$ cat config.mk
export PLATFORM = sky130hd
export DESIGN_NAME = regfile_arbiter
export DESIGN_NICKNAME = d
export VERILOG_FILES = /design/src/rtl/regfile_arbiter_pkg.sv /design/src/rtl/regfile_arbiter_rr_pick.sv /design/src/rtl/regfile_arbiter.sv
export SDC_FILE = /design/constraint.sdc
export NUM_CORES = 1
export LEC_CHECK = 0
export BUFFER_PORTS_ARGS = -buffer_cell sky130_fd_sc_hd__buf_4
export CORE_MARGIN = 1.5
export CORE_UTILIZATION = 42
export DETAILED_ROUTE_END_ITERATION = 7
export PLACE_DENSITY = 0.8
export REMOVE_ABC_BUFFERS = 1
export SYNTH_ARGS = -nofsm -noshare
export SYNTH_HDL_FRONTEND = slang
export SYNTH_SLANG_ARGS = --single-unit
export TNS_END_PERCENT = 1
$ cat constraint.sdc
create_clock -name clk -period 1.95 [get_ports clk]
set_clock_uncertainty 0.15 [all_clocks]
set_input_delay 0.195 -clock clk [delete_from_list [all_inputs] [get_ports clk]]
set_output_delay 0.195 -clock clk [all_outputs]
set_load 0.02 [all_outputs]
$ cat src/rtl/regfile_arbiter_pkg.sv
`default_nettype none
// -----------------------------------------------------------------------------
// regfile_arbiter_pkg: regfile defaults and arbiter lock-state encodings. Rev 1.0
// -----------------------------------------------------------------------------
package regfile_arbiter_pkg;

   localparam int DEF_DATA_W = 32;
   localparam int DEF_DATA_D = 32;
   localparam int DEF_ADDR_W = 5;

   // Active-low write-enable levels of the regfile port
   localparam logic ENABLE_  = 1'b0;
   localparam logic DISABLE_ = 1'b1;

   typedef enum logic [0:0] {
      ARB_OPEN   = 1'b0,
      ARB_LOCKED = 1'b1
   } arb_state_e;

endpackage
`default_nettype wire

$ cat src/rtl/regfile_arbiter_rr_pick.sv
`default_nettype none
// -----------------------------------------------------------------------------
// rr_pick: combinational round-robin picker starting at ptr, restricted by mask. Rev 1.0
// -----------------------------------------------------------------------------
module rr_pick
   import regfile_arbiter_pkg::*;
#(
   parameter int NUM_REQ = 2,
   parameter int IDX_W   = 1
) (
   input  logic [NUM_REQ-1:0] req,
   input  logic [IDX_W-1:0]   ptr,
   input  logic [NUM_REQ-1:0] mask,
   output logic [NUM_REQ-1:0] gnt,
   output logic [IDX_W-1:0]   idx,
   output logic               found
);

   logic [NUM_REQ-1:0] cand;

   assign cand = req & mask;

   // First pass covers ptr..NUM_REQ-1, second pass wraps to 0..ptr-1
   always_comb begin
      gnt   = '0;
      idx   = '0;
      found = 1'b0;
      for (int j = 0; j < NUM_REQ; j++) begin
         if (!found && cand[j] && (j >= int'(ptr))) begin
            found  = 1'b1;
            gnt[j] = 1'b1;
            idx    = IDX_W'(j);
         end
      end
      for (int j = 0; j < NUM_REQ; j++) begin
         if (!found && cand[j]) begin
            found  = 1'b1;
            gnt[j] = 1'b1;
            idx    = IDX_W'(j);
         end
      end
   end

endmodule
`default_nettype wire

$ cat src/rtl/regfile_arbiter.sv
`default_nettype none
// -----------------------------------------------------------------------------
// regfile_arbiter: round-robin/lock arbiter in front of a single-port regfile. Rev 1.0
// -----------------------------------------------------------------------------
module regfile_arbiter
   import regfile_arbiter_pkg::*;
#(
   parameter int NUM_REQ = 2,
   parameter int ADDR_W  = DEF_ADDR_W,
   parameter int DATA_W  = DEF_DATA_W,
   parameter int DATA_D  = DEF_DATA_D
) (
   input  logic                      clk,
   input  logic                      reset,
   input  logic [NUM_REQ-1:0]        req,
   input  logic [NUM_REQ-1:0]        wr,
   input  logic [NUM_REQ-1:0]        lock,
   input  logic [NUM_REQ*ADDR_W-1:0] addr,
   input  logic [NUM_REQ*DATA_W-1:0] wdata,
   output logic [NUM_REQ-1:0]        gnt,
   output logic [NUM_REQ-1:0]        ack,
   output logic [DATA_W-1:0]         rdata,
   output logic [ADDR_W-1:0]         rf_addr,
   output logic [DATA_W-1:0]         rf_d_in,
   output logic                      rf_we_,
   input  logic [DATA_W-1:0]         rf_d_out
);

   localparam int              IDX_W = (NUM_REQ > 1) ? $clog2(NUM_REQ) : 1;
   localparam logic [ADDR_W:0] DEPTH = (ADDR_W+1)'(DATA_D);

   function automatic logic [IDX_W-1:0] next_idx(input logic [IDX_W-1:0] i);
      return (int'(i) == NUM_REQ - 1) ? '0 : i + 1'b1;
   endfunction

   arb_state_e          state, state_nxt;
   logic [IDX_W-1:0]    owner, owner_nxt;
   logic [IDX_W-1:0]    ptr, ptr_nxt;
   logic [NUM_REQ-1:0]  mask;
   logic [NUM_REQ-1:0]  pick_gnt;
   logic [IDX_W-1:0]    pick_idx;
   logic                pick_found;
   logic                accept;

   logic                s_valid;
   logic                s_wr;
   logic [IDX_W-1:0]    s_idx;
   logic [ADDR_W-1:0]   s_addr;
   logic [DATA_W-1:0]   s_wdata;
   logic                addr_ok;

   assign mask = (state == ARB_LOCKED) ? (NUM_REQ'(1) << owner) : '1;

   rr_pick #(
      .NUM_REQ (NUM_REQ),
      .IDX_W   (IDX_W)
   ) u_rr_pick (
      .req   (req),
      .ptr   (ptr),
      .mask  (mask),
      .gnt   (pick_gnt),
      .idx   (pick_idx),
      .found (pick_found)
   );

   assign gnt    = reset ? '0 : pick_gnt;
   assign accept = pick_found & ~reset;

   always_comb begin
      state_nxt = state;
      owner_nxt = owner;
      ptr_nxt   = ptr;
      case (state)
         ARB_OPEN: begin
            if (accept) begin
               ptr_nxt = next_idx(pick_idx);
               if (lock[pick_idx]) begin
                  state_nxt = ARB_LOCKED;
                  owner_nxt = pick_idx;
               end
            end
         end
         ARB_LOCKED: begin
            // Owner dropping req releases the lock even without an access
            if (!req[owner] || (accept && !lock[owner])) begin
               state_nxt = ARB_OPEN;
               ptr_nxt   = next_idx(owner);
            end
         end
         default: state_nxt = ARB_OPEN;
      endcase
   end

   always_ff @(posedge clk) begin
      if (reset) begin
         state <= ARB_OPEN;
         owner <= '0;
         ptr   <= '0;
      end else begin
         state <= state_nxt;
         owner <= owner_nxt;
         ptr   <= ptr_nxt;
      end
   end

   always_ff @(posedge clk) begin
      if (reset) begin
         s_valid <= 1'b0;
         s_wr    <= 1'b0;
         s_idx   <= '0;
         s_addr  <= '0;
         s_wdata <= '0;
         ack     <= '0;
         rdata   <= '0;
      end else begin
         s_valid <= accept;
         if (accept) begin
            s_wr    <= wr[pick_idx];
            s_idx   <= pick_idx;
            s_addr  <= addr[int'(pick_idx)*ADDR_W +: ADDR_W];
            s_wdata <= wdata[int'(pick_idx)*DATA_W +: DATA_W];
         end
         ack   <= s_valid ? (NUM_REQ'(1) << s_idx) : '0;
         rdata <= (s_valid && addr_ok) ? rf_d_out : '0;
      end
   end

   // Out-of-range accesses park the port on address 0 and never write
   assign addr_ok = ({1'b0, s_addr} < DEPTH);
   assign rf_addr = addr_ok ? s_addr : '0;
   assign rf_d_in = s_wdata;
   assign rf_we_  = (s_valid && s_wr && addr_ok && !reset) ? ENABLE_ : DISABLE_;

endmodule
`default_nettype wire

After elaboration in Yosys (flattened, before gate mapping)
Cells that the tools add are included.
W data, S select, Z words.
{"block": "totals", "regBits": 77, "input_bits": 114, "out_inout_bits": 74, "word_cells": 73}
{"block": "op_classes", "n_addsub": 2, "mul": 1, "order_cmp": 3, "eq_ne": 2, "shifts": 4, "muxes": 29, "bitwise_logic": 5, "reduce_logical": 17}
{"operator": "$shiftx A64 B7 Y32", "count": 1}
{"operator": "$mux W1", "count": 25}
{"operator": "$shiftx A10 B5 Y5", "count": 1}
{"operator": "$logic_and A1 B1 Y1", "count": 7}
{"operator": "$logic_not A1 Y1", "count": 6}
{"operator": "$lt A1 B2 Y1 const B", "count": 2}
{"operator": "$mul A1 B3 Y4 const B", "count": 1}
{"operator": "$mux W2", "count": 2}
{"operator": "$pmux W1 S2", "count": 2}
{"operator": "$shl A1 B1 Y2 const A", "count": 2}
{"operator": "$not A1 Y1", "count": 3}
{"operator": "$reduce_and A3 Y1", "count": 1}
{"operator": "$add A1 B1 Y1 const B", "count": 2}
{"operator": "$and A2 B2 Y2", "count": 1}
{"operator": "$ne A2 B1 Y1 const B", "count": 1}
{"operator": "$ne A2 B2 Y1 const B", "count": 1}
{"operator": "$reduce_and A2 Y1", "count": 1}
{"operator": "$reduce_or A2 Y1", "count": 1}
{"operator": "$and A1 B1 Y1", "count": 1}
{"operator": "$ge A1 B1 Y1 const A", "count": 1}
{"operator": "$logic_or A1 B1 Y1", "count": 1}

Depth between registers and ports, before layout
Gate-level depths: netlist (run 1).
{"block": "depth", "ltp_word": 19, "ltp_mapped": 6, "ltp_nobuf": 4}

Hierarchy
Synthesis (run 1) repeated with hierarchy kept, for this count alone.
{"block": "hier_totals", "cells_unflattened": 283, "hier_area_um2": 2952.8}
{"module": "regfile_arbiter", "instances": 1, "cells_per_inst": 277, "area_per_inst_um2": 2915.3, "seq_area_each_um2": 1541.5}
{"module": "rr_pick", "instances": 1, "cells_per_inst": 6, "area_per_inst_um2": 37.5, "seq_area_each_um2": 0.0}

Worst setup path before layout (run 1)
No wires, ideal clock.
{"block": "synth_timing", "path_kind": "reg2reg", "startpoint": "reg owner", "endpoint": "reg s_wdata[25] (netlist: rf_d_in[25])", "setup_ns": 0.070, "t_arrival_ns": 1.372, "required_ns": 1.730, "slack_ns": 0.358, "path_stages_with_launch": 7, "path_buffers": 2, "period_less_slack_ns": 1.592, "path_cell_list": "dfxtp_1 mux2i_1 a21oi_1 nor2_1 buf_4 buf_6 o2bb2ai_1"}
{"block": "synth_between", "elab_chain_len": 15, "word_cells_on_any_way": 19, "classes_between": "2 x shift; 8 x mux; 2 x bitwise; 7 x reduce/logical"}
{"element": "from (decl)", "line": "regfile_arbiter.sv:37", "source": "logic [IDX_W-1:0] owner, owner_nxt;"}
{"element": "from (signal assigned)", "line": "regfile_arbiter.sv:101", "source": "owner <= owner_nxt;"}
{"element": "$shl A1 B1 Y2 (*)", "line": "regfile_arbiter.sv:52", "source": "assign mask = (state == ARB_LOCKED) ? (NUM_REQ'(1) << owner) : '1;"}
{"element": "$mux W2 (*)", "line": "regfile_arbiter.sv:52"}
{"element": "$and A2 B2 Y2 (*)", "line": "regfile_arbiter_rr_pick.sv:21", "source": "assign cand = req & mask;"}
{"element": "$logic_and A1 B1 Y1", "line": "regfile_arbiter_rr_pick.sv:29", "source": "if (!found && cand[j] && (j >= int'(ptr))) begin"}
{"element": "$mux W1", "line": "regfile_arbiter_rr_pick.sv:29"}
{"element": "$logic_not A1 Y1", "line": "regfile_arbiter_rr_pick.sv:29"}
{"element": "$logic_and A1 B1 Y1", "line": "regfile_arbiter_rr_pick.sv:29"}
{"element": "$mux W1", "line": "regfile_arbiter_rr_pick.sv:29"}
{"element": "$logic_not A1 Y1", "line": "regfile_arbiter_rr_pick.sv:36", "source": "if (!found && cand[j]) begin"}
{"element": "$logic_and A1 B1 Y1", "line": "regfile_arbiter_rr_pick.sv:36"}
{"element": "$mux W1", "line": "regfile_arbiter_rr_pick.sv:36"}
{"element": "$logic_not A1 Y1", "line": "regfile_arbiter_rr_pick.sv:36"}
{"element": "$logic_and A1 B1 Y1", "line": "regfile_arbiter_rr_pick.sv:36"}
{"element": "$mux W1", "line": "regfile_arbiter_rr_pick.sv:36"}
{"element": "$shiftx A64 B7 Y32 / $and A1 B1 Y1 (equally long branches)", "line": "regfile_arbiter.sv:121, regfile_arbiter.sv:67"}
{"element": "to (signal assigned)", "line": "regfile_arbiter.sv:121", "source": "s_wdata <= wdata[int'(pick_idx)*DATA_W +: DATA_W];"}
{"element": "to (decl)", "line": "regfile_arbiter.sv:49", "source": "logic [DATA_W-1:0] s_wdata;"}
Mark *: on every way between the ends. The rest lies on a longest branch, timed or not.
A chain may end at the register's enable or synchronous reset.

Worst setup path after layout (run 1)
{"block": "layout_timing", "startpoint": "reg ptr", "endpoint": "out gnt[1]"}
{"block": "layout_between", "elab_chain_len": 13, "word_cells_on_any_way": 14, "classes_between": "1 x order compare; 6 x mux; 7 x reduce/logical"}
{"element": "from (decl)", "line": "regfile_arbiter.sv:38", "source": "logic [IDX_W-1:0] ptr, ptr_nxt;"}
{"element": "from (signal assigned)", "line": "regfile_arbiter.sv:102", "source": "ptr <= ptr_nxt;"}
{"element": "$ge A1 B1 Y1 (*)", "line": "regfile_arbiter_rr_pick.sv:29"}
{"element": "$logic_and A1 B1 Y1 (*)", "line": "regfile_arbiter_rr_pick.sv:29"}
{"element": "$mux W1 (*)", "line": "regfile_arbiter_rr_pick.sv:29"}
{"element": "$logic_not A1 Y1", "line": "regfile_arbiter_rr_pick.sv:29"}
{"element": "$logic_and A1 B1 Y1", "line": "regfile_arbiter_rr_pick.sv:29"}
{"element": "$mux W1", "line": "regfile_arbiter_rr_pick.sv:29"}
{"element": "$logic_not A1 Y1", "line": "regfile_arbiter_rr_pick.sv:36"}
{"element": "$logic_and A1 B1 Y1", "line": "regfile_arbiter_rr_pick.sv:36"}
{"element": "$mux W1", "line": "regfile_arbiter_rr_pick.sv:36"}
{"element": "$logic_not A1 Y1", "line": "regfile_arbiter_rr_pick.sv:36"}
{"element": "$logic_and A1 B1 Y1", "line": "regfile_arbiter_rr_pick.sv:36"}
{"element": "$mux W1 (*)", "line": "regfile_arbiter_rr_pick.sv:36"}
{"element": "$mux W2 (*)", "line": "regfile_arbiter.sv:66", "source": "assign gnt = reset ? '0 : pick_gnt;"}
{"element": "to (decl)", "line": "regfile_arbiter.sv:20", "source": "output logic [NUM_REQ-1:0] gnt,"}
Marked as above.

==> metrics, run 1 <==
Util after Layout 0.8617; area occupied by multi-input gates 0.001206 mm²; ratio of cells with drive above 1 in the final layout 0.4275; r2r setup slk 0.11 ns; Synth Cell Area 0.002864 mm²; failing checks DRC; top post-synthesis cells by area dfxtp_1 (54%), mux2i_1 (14%), o2bb2ai_1 (8.9%), and2_1 (7.2%), o2bb2ai_2 (4.7%); Storage cell area 0.001546 mm²; vias per cell 4.977; CP max FO 16; fraction of registers with async set/reset 0; via count 3,026; Ports 188; Rows 29; Post-Layout Cell Count 608; Overall Power 0.003980 W; Final Net Count 640; first-pass GRT wire length 15,930 µm; Fill cells 305; TritonCTS Buffers 9; Slew @ Worst Pin 0.6525 ns; worst hold path cell count 3; Seq cells post-synth 77; H-tree levels 3; drt first-iter violations 98; Final Max Slew Viols 0; die width 85.58 µm; clk slew on worst S/H paths 0.08 ns; crit path DAT 1.52 ns; GRT Overall Usage 0.2840; startpoint types flop; RSZ-0062 raised after global routing no; total core area 0.006459 mm²; Leakage 2.710 nW; worst endpoint required time 1.60 ns; initial antenna violation count 0; switch share 0.2822; Reg power frac 0.443; cell area after layout 0.005565 mm²; CP top delay family buffers and inverters; Synth top area share 0.5382; most frequent cells in the layout buf_4 (193), dlygate4sd3_1 (100), dfxtp_1 (75); CP Capture Type primary output; Clock Latency Late Sink 0.34 ns; Crit Path Class flop to primary output; Final setup viols 0; GRT Residual Overflow 0; Final TNS setup 0 ns; Pint 0.002857 W; status complete, but fails checks; Final min period 1.861 ns; sequential cell area fraction in the yosys report 0.5382; clock buffer depth 2; clk sink count 77; Routed WL 10,650 µm; Routed Antenna Nets 0; Switch Pwr 0.001123 W; critical path buffer and inverter count 2; DRC viols 15; Fmax 537.4 MHz; area leader, netlist dfxtp_1; DP Wirelength 5803 µm; largest net degree at the start of global routing 24; CP Depth 4; vias in the first global route 3,239; layout overhead on the synthesized area 94.32%; I/O Buffers 187; Final Hold Vio Count 0; Worst slew margin 0.5538; DRT Pass-1 Iters 6; Mapped Cells 236; Slowest-stage cell, CP dfxtp_1; most common cell after layout, fill and taps aside buf_4; hold crit path type primary input to flop; GP Congestion 0.7813; yosys warns 0; Root Buffer clkbuf_8; Tcrit/Tclk final 0.9542; Comb power frac 0.262; ys flop type dfxtp_1; syn_area_per_cell 12.14 µm²; chip height 85.58 µm; die area 0.007323 mm²; drt wl/cell 17.51 µm; Max IR drop VDD 0.0005652 V; CP max stage delay 0.36 ns; EDFF count, synth 0; initial core utilization 0.4434; clock power share 0.295; n_diodes 0; CTS tree done; Placed Area 0.004358 mm²; Worst R2R Path Depth 5; PD cells 715.1 mW/mm²; max-cap violation count 0; critical-path cell list o311ai_4 -> buf_12 -> nor2_1 -> buf_4; synth unique cells 28; Placed Cells 491
-- per-stage QoR --
step / hold slack, ns / worst slack, ns
2_1_floorplan: 0.1139 / -0.9101
3_3_place_gp: 0.2458 / 0.2935
3_5_place_dp: 0.2505 / 0.1880
4_1_cts: 0.001249 / 0.01832
5_1_grt: 0.001007 / 0.003265
6_report: 0.0003872 / 0.08932
-- area by class of cell --
class                      instances  area share
inverter                           4    0.002698
clock buffer                      10     0.02293
tap                               77     0.01731
timing repair buffer             296      0.4510
multi-input combinational        138      0.2167
sequential                        77      0.2779
clock inverter                     6     0.01147
-- routing by layer --
metal  GRT usage  wire (µm)  up-vias
met5           0          0        -
met4      0.1144        276        0
met3      0.1097       1133       27
met2      0.5004       5218      184
met1      0.3053       4017     1391
li1            -          -     1424
-- timing repair --
action / 4_1_cts / 5_1_grt
hold buffers: 100 / 0
buffers inserted: 1 / 0
hold endpoints to repair: 68 / 0
resized for setup: 1 / 3
pin swaps: 1 / 0
endpoints found under the setup margin: 1 / 3
-- power groups by stage --
stage / combinational (W) / sequential [W] / clock [W]
6_report: 0.00104 / 0.00176 / 0.00117
5_1_grt: 0.00110 / 0.00178 / 0.00126
4_1_cts: 0.00101 / 0.00176 / 0.00118
3_5_place_dp: 0.000847 / 0.00179 / 0
3_3_place_gp: 0.000829 / 0.00179 / 0
2_1_floorplan: 0.000277 / 0.00192 / 0
-- cell families after synthesis --
| kind of cell | count (synthesis) | share of synthesized area |
|---|---|---|
| flip-flops | 77 | 0.5382 |
| AO/OA/AOI/OAI | 50 | 0.1752 |
| AND/OR/NAND/NOR | 47 | 0.09873 |
| multiplexers | 41 | 0.1437 |
| buffers and inverters | 21 | 0.04412 |
-- synthesized netlist by cell type, types with 2 or more instances --
library cell	n
dfxtp_1	77
mux2i_1	40
and2_1	33
o2bb2ai_1	29
o2bb2ai_2	9
clkbuf_1	7
buf_4	5
nor2_1	4
a21oi_1	3
inv_1	3
nand2b_1	3
nor2b_1	3
a211o_1	2
a21o_1	2
buf_2	2
buf_6	2
-- worst paths after layout --
kind,end,from
min,s_wr,wr[1]
max,gnt[1],ptr
min reg2reg,rf_d_in[8],rf_d_in[8]
max reg2reg,rf_addr[0],ptr
-- sequential cells by signal, indices dropped and copies added, names as in the netlist --
register and cells:
rf_addr 5, state 1, rdata 32, s_idx 1, owner 1, s_wr 1, ack 2, rf_d_in 32
s_valid 1, ptr 1
-- worst min-delay path, delay by kind of cell --
kind                   cells  cell delay, ns
multiplexers               1            0.07
buffers and inverters      1            0.07
AO/OA/AOI/OAI              1            0.12
Power figures use the tool's default switching activity.
==> run 2, diff against run 1 <==
Settings changed: PLACE_DENSITY 0.8 to 0.79, SYNTH_HIERARCHICAL set to 1.
==> run 2 against run 1 <==
Compared with the run above: the run now ends clean; cell count down 1.5%; non-clock buffer count down 70; total power down 6.0%; critical endpoint is now state; largest cell class unchanged.
==> metrics, run 2 <==
CP max FO 6; cell area after layout 0.004901 mm²; cell with the most instances after synthesis dfxtp_1; ys flop type dfxtp_1; CTS tree done; Final Hold Vio Count 0; fraction of registers with async set/reset 0; max-cap violation count 0; Routed WL 8479 µm; largest net degree at the start of global routing 49; Routed Antenna Nets 0; Post-Place Worst Slack 0.08588 ns; most common cell after layout, fill and taps aside buf_4; area leader, netlist dfxtp_1; first-pass GRT wire length 12,830 µm; hold crit path type primary input to flop; Clock Latency Late Sink 0.34 ns; Leakage 2.316 nW; Overall Power 0.003741 W; worst hold path cell count 3; Max IR drop VDD 0.0003787 V; syn_area_per_cell 10.43 µm²; Slew @ Worst Pin 0.3243 ns; clk sink count 77; ratio of cells with drive above 1 in the final layout 0.4334; Tcrit/Tclk final 0.9314; Fill cells 477; Mapped Cells 283; GRT Overall Usage 0.2235; clk slew on worst S/H paths 0.08 ns; die width 86.85 µm; Crit Path Class flop to flop; crit path DAT 1.88 ns; PD cells 763.3 mW/mm²; sequential cell area fraction in the yosys report 0.5220; Hold WS 0.04441 ns; TritonCTS Buffers 9; layout overhead on the synthesized area 65.97%; yosys warns 6; Ports 188; Seq cells post-synth 77; GP Congestion 0.8408; EDFF count, synth 0; most frequent cells after synthesis dfxtp_1 (77), a211oi_1 (38), mux2i_1 (38), nor2_1 (38), and2_1 (33); GRT Residual Overflow 0; via count 2,795; clock buffer depth 2; Final min period 1.816 ns; Rows 30; chip height 86.85 µm; DP Wirelength 5733 µm; Final Net Count 612; top post-synthesis cells by area dfxtp_1 (52%), mux2i_1 (13%), a211oi_1 (9.7%), and2_1 (7.0%), nor2_1 (4.8%); I/O Buffers 187; Final Max Slew Viols 0; RSZ-0062 raised after global routing no; die area 0.007543 mm²; Synth top area share 0.5220; drt first-iter violations 79; total core area 0.006794 mm²; initial core utilization 0.4346; drt wl/cell 14.16 µm; setup bufs post-CTS 0; DRT Pass-1 Iters 4; vias per cell 4.666; CP Capture Type flop; Fmax 550.6 MHz; Final setup viols 0; n_diodes 0; Root Buffer clkbuf_8; synth unique cells 30; Placed Area 0.004398 mm²; most frequent cells in the layout buf_4 (191), dfxtp_1 (75), mux2i_1 (38), nor2_1 (38), a211oi_1 (38); setup slack after layout 0.1337 ns; Worst R2R Path Depth 7; startpoint types flop; H-tree levels 3; worst endpoint required time 2.01 ns; vias in the first global route 2,662; Worst slew margin 0.7838; status finished, final reports clean; DRC viols 0; initial antenna violation count 0; Synth Cell Area 0.002953 mm²; r2r setup slk 0.13 ns
==> run 2: changes by cell type after synthesis, sizes merged, moves of 2 or more <==
cell	previous run	this run
o21ba	0	2
buf	10	16
a211o	2	0
nand2	1	7
a211oi	0	38
mux2i	40	38
a2111oi	2	0
a311oi	0	2
nor2	4	38
o2bb2ai	38	0
a21o	2	0
o211ai	0	2
==> run 2: layer usage <==
metal | vias up | GRT usage | part of all wire
li1 | 1409 | - | -
met1 | 1237 | 0.2399 | 0.39
met2 | 136 | 0.3911 | 0.49
met3 | 13 | 0.08531 | 0.11
met4 | 0 | 0.09531 | 0.017
met5 | - | 0 | 0
==> run 2: metrics by stage <==
step           instances  TNS, ns    util
2_1_floorplan        261   -34.08       -
3_3_place_gp         551        0  0.6473
3_5_place_dp         551        0  0.6473
4_1_cts              599        0  0.7204
5_1_grt              599        0  0.7214
6_report             599        0  0.7214
==> run 2: where the power goes <==
group	total (W)	leakage, nW	internal [W]	switching [W]
Clock	0.00107	0.0880	0.000492	0.000574
Combinational	0.000921	1.59	0.000489	0.000432
Sequential	0.00175	0.637	0.00169	0.0000623
Total	0.00374	2.32	0.00267	0.00107
==> run 2: worst paths after layout <==
kind,start,end
setup / recovery,owner,state
setup reg to reg,owner,state
hold reg to reg,s_idx,ack[0]
hold / removal,wdata[31],rf_d_in[31]
==> run 2: cell type report <==
class	count	area, µm²	share of cell area
clock inverter	6	38.79	0.007914
inverter	4	15.01	0.003064
tap	96	120.1	0.02451
multi-input combinational	180	1240	0.2530
timing repair buffer	226	1805	0.3684
sequential	77	1544	0.3150
clock buffer	10	137.6	0.02808
==> run 2: worst max-delay path: stages (launching register included) <==
cell	delay, ns
dfxtp_2	0.37
inv_1	0.07
nand2_1	0.08
nand2_1	0.09
o21ba_2	0.31
mux2_2	0.34
a21oi_1	0.20
a311oi_2	0.07
==> run 2: logic make-up (layout without fill, tap and decap cells) <==
| logic type | Yosys count | after routing | synth area share |
|---|---|---|---|
| AO/OA/AOI/OAI | 53 | 53 | 0.1339 |
| buffers and inverters | 26 | 246 | 0.05889 |
| flip-flops | 77 | 77 | 0.5220 |
| multiplexers | 39 | 39 | 0.1326 |
| AND/OR/NAND/NOR | 88 | 88 | 0.1525 |
==> run 2: repair_timing <==
action,CTS,global route
hold buffers,32,0
resized for setup,0,3
endpoints found under the hold margin,32,0
endpoints found under the setup margin,0,18
==> run 3, diff against run 2 <==
Settings changed: CORE_ASPECT_RATIO set to 1.25.
Clock period 1.95 ns to 2 ns, I/O delays scaled along.
==> run 3 against run 2 <==
Compared with the run above: cell count fell by 0.67%; register-to-register slack barely moved; sequential power fell by 2%; largest power group unchanged; highest routed layer unchanged.
==> metrics, run 3 (synthesis results as in run 2) <==
DP Wirelength 5746 µm; clk sink count 77; Ports 188; I/O Buffers 187; Final setup viols 0; cell area after layout 0.004915 mm²; die width 78.00 µm; clk slew on worst S/H paths 0.08 ns; Slew @ Worst Pin 0.4053 ns; Tcrit/Tclk final 0.9383; H-tree levels 3; r2r setup slk 0.13 ns; GRT Overall Usage 0.2329; die area 0.007546 mm²; Rows 34; Slowest-stage cell, CP dfxtp_1; drt first-iter violations 63; first-pass GRT wire length 13,690 µm; Worst slew margin 0.7298; most common cell after layout, fill and taps aside buf_4; Routed WL 8697 µm; status finished, final reports clean; setup bufs post-CTS 0; drt wl/cell 14.62 µm; layout overhead on the synthesized area 66.44%; WHS Endpoint rf_d_in[26]; CP Depth 6; startpoint types flop; TritonCTS Buffers 9; worst reg2reg path endpoint state; critical-path cell list inv_1 -> nand2_1 -> nand2_1 -> o21ba_1 -> nor2b_1 -> buf_4; hold path start wdata[26]; largest net degree at the start of global routing 37; CP max stage delay 0.41 ns; vias per cell 4.808; total core area 0.006892 mm²; clock buffer depth 2; worst hold path cell count 3; initial antenna violation count 0; Final Net Count 614; RSZ-0062 raised after global routing no; vias in the first global route 2,816; Reg-to-Reg Start owner; Root Buffer clkbuf_8; max-cap violation count 0; GP Congestion 0.8787; chip height 96.75 µm; Overall Power 0.003630 W; CP top delay family flip-flops; via count 2,861; critical path buffer and inverter count 2; ratio of cells with drive above 1 in the final layout 0.4277; Post-Layout Cell Count 595; crit path DAT 1.53 ns; Fmax 532.9 MHz; Clock Latency Late Sink 0.33 ns; Placed Cells 545; CP Capture Type primary output; Leakage 2.327 nW; most frequent cells in the layout buf_4 (192), dfxtp_1 (77), mux2i_1 (38), nor2_1 (38), a211oi_1 (38); PD cells 738.6 mW/mm²; DRT Pass-1 Iters 4; Worst R2R Path Depth 7; Max IR drop VDD 0.0005903 V; worst endpoint required time 1.65 ns; n_diodes 0; Routed Antenna Nets 0; CP max FO 6; Final Max Slew Viols 0; GRT Residual Overflow 0; Final Hold Vio Count 0; hold crit path type primary input to flop; DRC viols 0; CP dominant cell by count nand2_1; Placed Area 0.004378 mm²; initial core utilization 0.4285; Crit Path Class flop to primary output; Final min period 1.877 ns; CTS tree done
-- run 3: cell types whose count changed in the layout (fill, tap and decap cells not counted), sizes merged --
cell,previous run,this run
clkinv,4,5
clkbuf,10,11
dlygate4sd3,32,33
clkinvlp,2,1
-- run 3: worst max-delay path by stage --
stage | startpoint | slack [ns] | to
2_1_floorplan | owner | -0.98 | state
3_5_place_dp | owner | 0.1 | rf_addr[0]
5_1_grt | owner | 0.001 | gnt[1]
6_report | owner | 0.12 | gnt[1]
4_1_cts | owner | 0.1 | rf_addr[0]
3_3_place_gp | owner | 0.24 | rf_d_in[15]
-- run 3: what timing repair did --
item | in CTS | in global routing
hold buffers | 33 | 0
setup endpoints to repair | 0 | 15
hold endpoints to repair | 38 | 0
gates resized for setup | 0 | 3
-- run 3: power by group --
group	total, W	leakage [nW]	internal (W)	switching, W
sequential	0.00171	0.636	0.00165	0.0000641
clock	0.00100	0.0860	0.000448	0.000556
combinational	0.000912	1.60	0.000486	0.000425
-- run 3: final cells by class --
type                    instances  area, µm²
inverters                       4      15.01
fillers                       536       1977
clock inverters                 6      40.04
repair buffers                228       1832
well taps                      90      112.6
clock buffers                  10      127.6
flip-flops and latches         77       1541
multi-input cells             180       1246
-- run 3: stage by stage --
step	util	setup TNS, ns	hold WS [ns]	worst slack (ns)
global placement	0.6353	0	0.2530	0.2369
finish	0.7131	0	0.05243	0.1235
global route	0.7131	0	0.04867	0.001220
detailed placement	0.6353	0	0.2560	0.09860
CTS	0.7075	0	0.03230	0.09656
floorplan	-	-31.93	0.1179	-0.9776
-- run 3: worst register-to-register path, delay by kind of cell, from the launching register on --
kind | cells | cell delay (ns)
buffers and inverters | 1 | 0.10
AND/OR/NAND/NOR | 2 | 0.18
multiplexers | 1 | 0.35
flip-flops | 1 | 0.41
AO/OA/AOI/OAI | 3 | 0.55
-- run 3: per-layer routing --
metal | track usage | wire (µm) | up-vias
li1 | - | - | 1414
met1 | 0.2654 | 3476 | 1290
met2 | 0.4013 | 4324 | 145
met3 | 0.07170 | 739 | 12
met4 | 0.09203 | 157 | 0
met5 | 0 | 0 | -
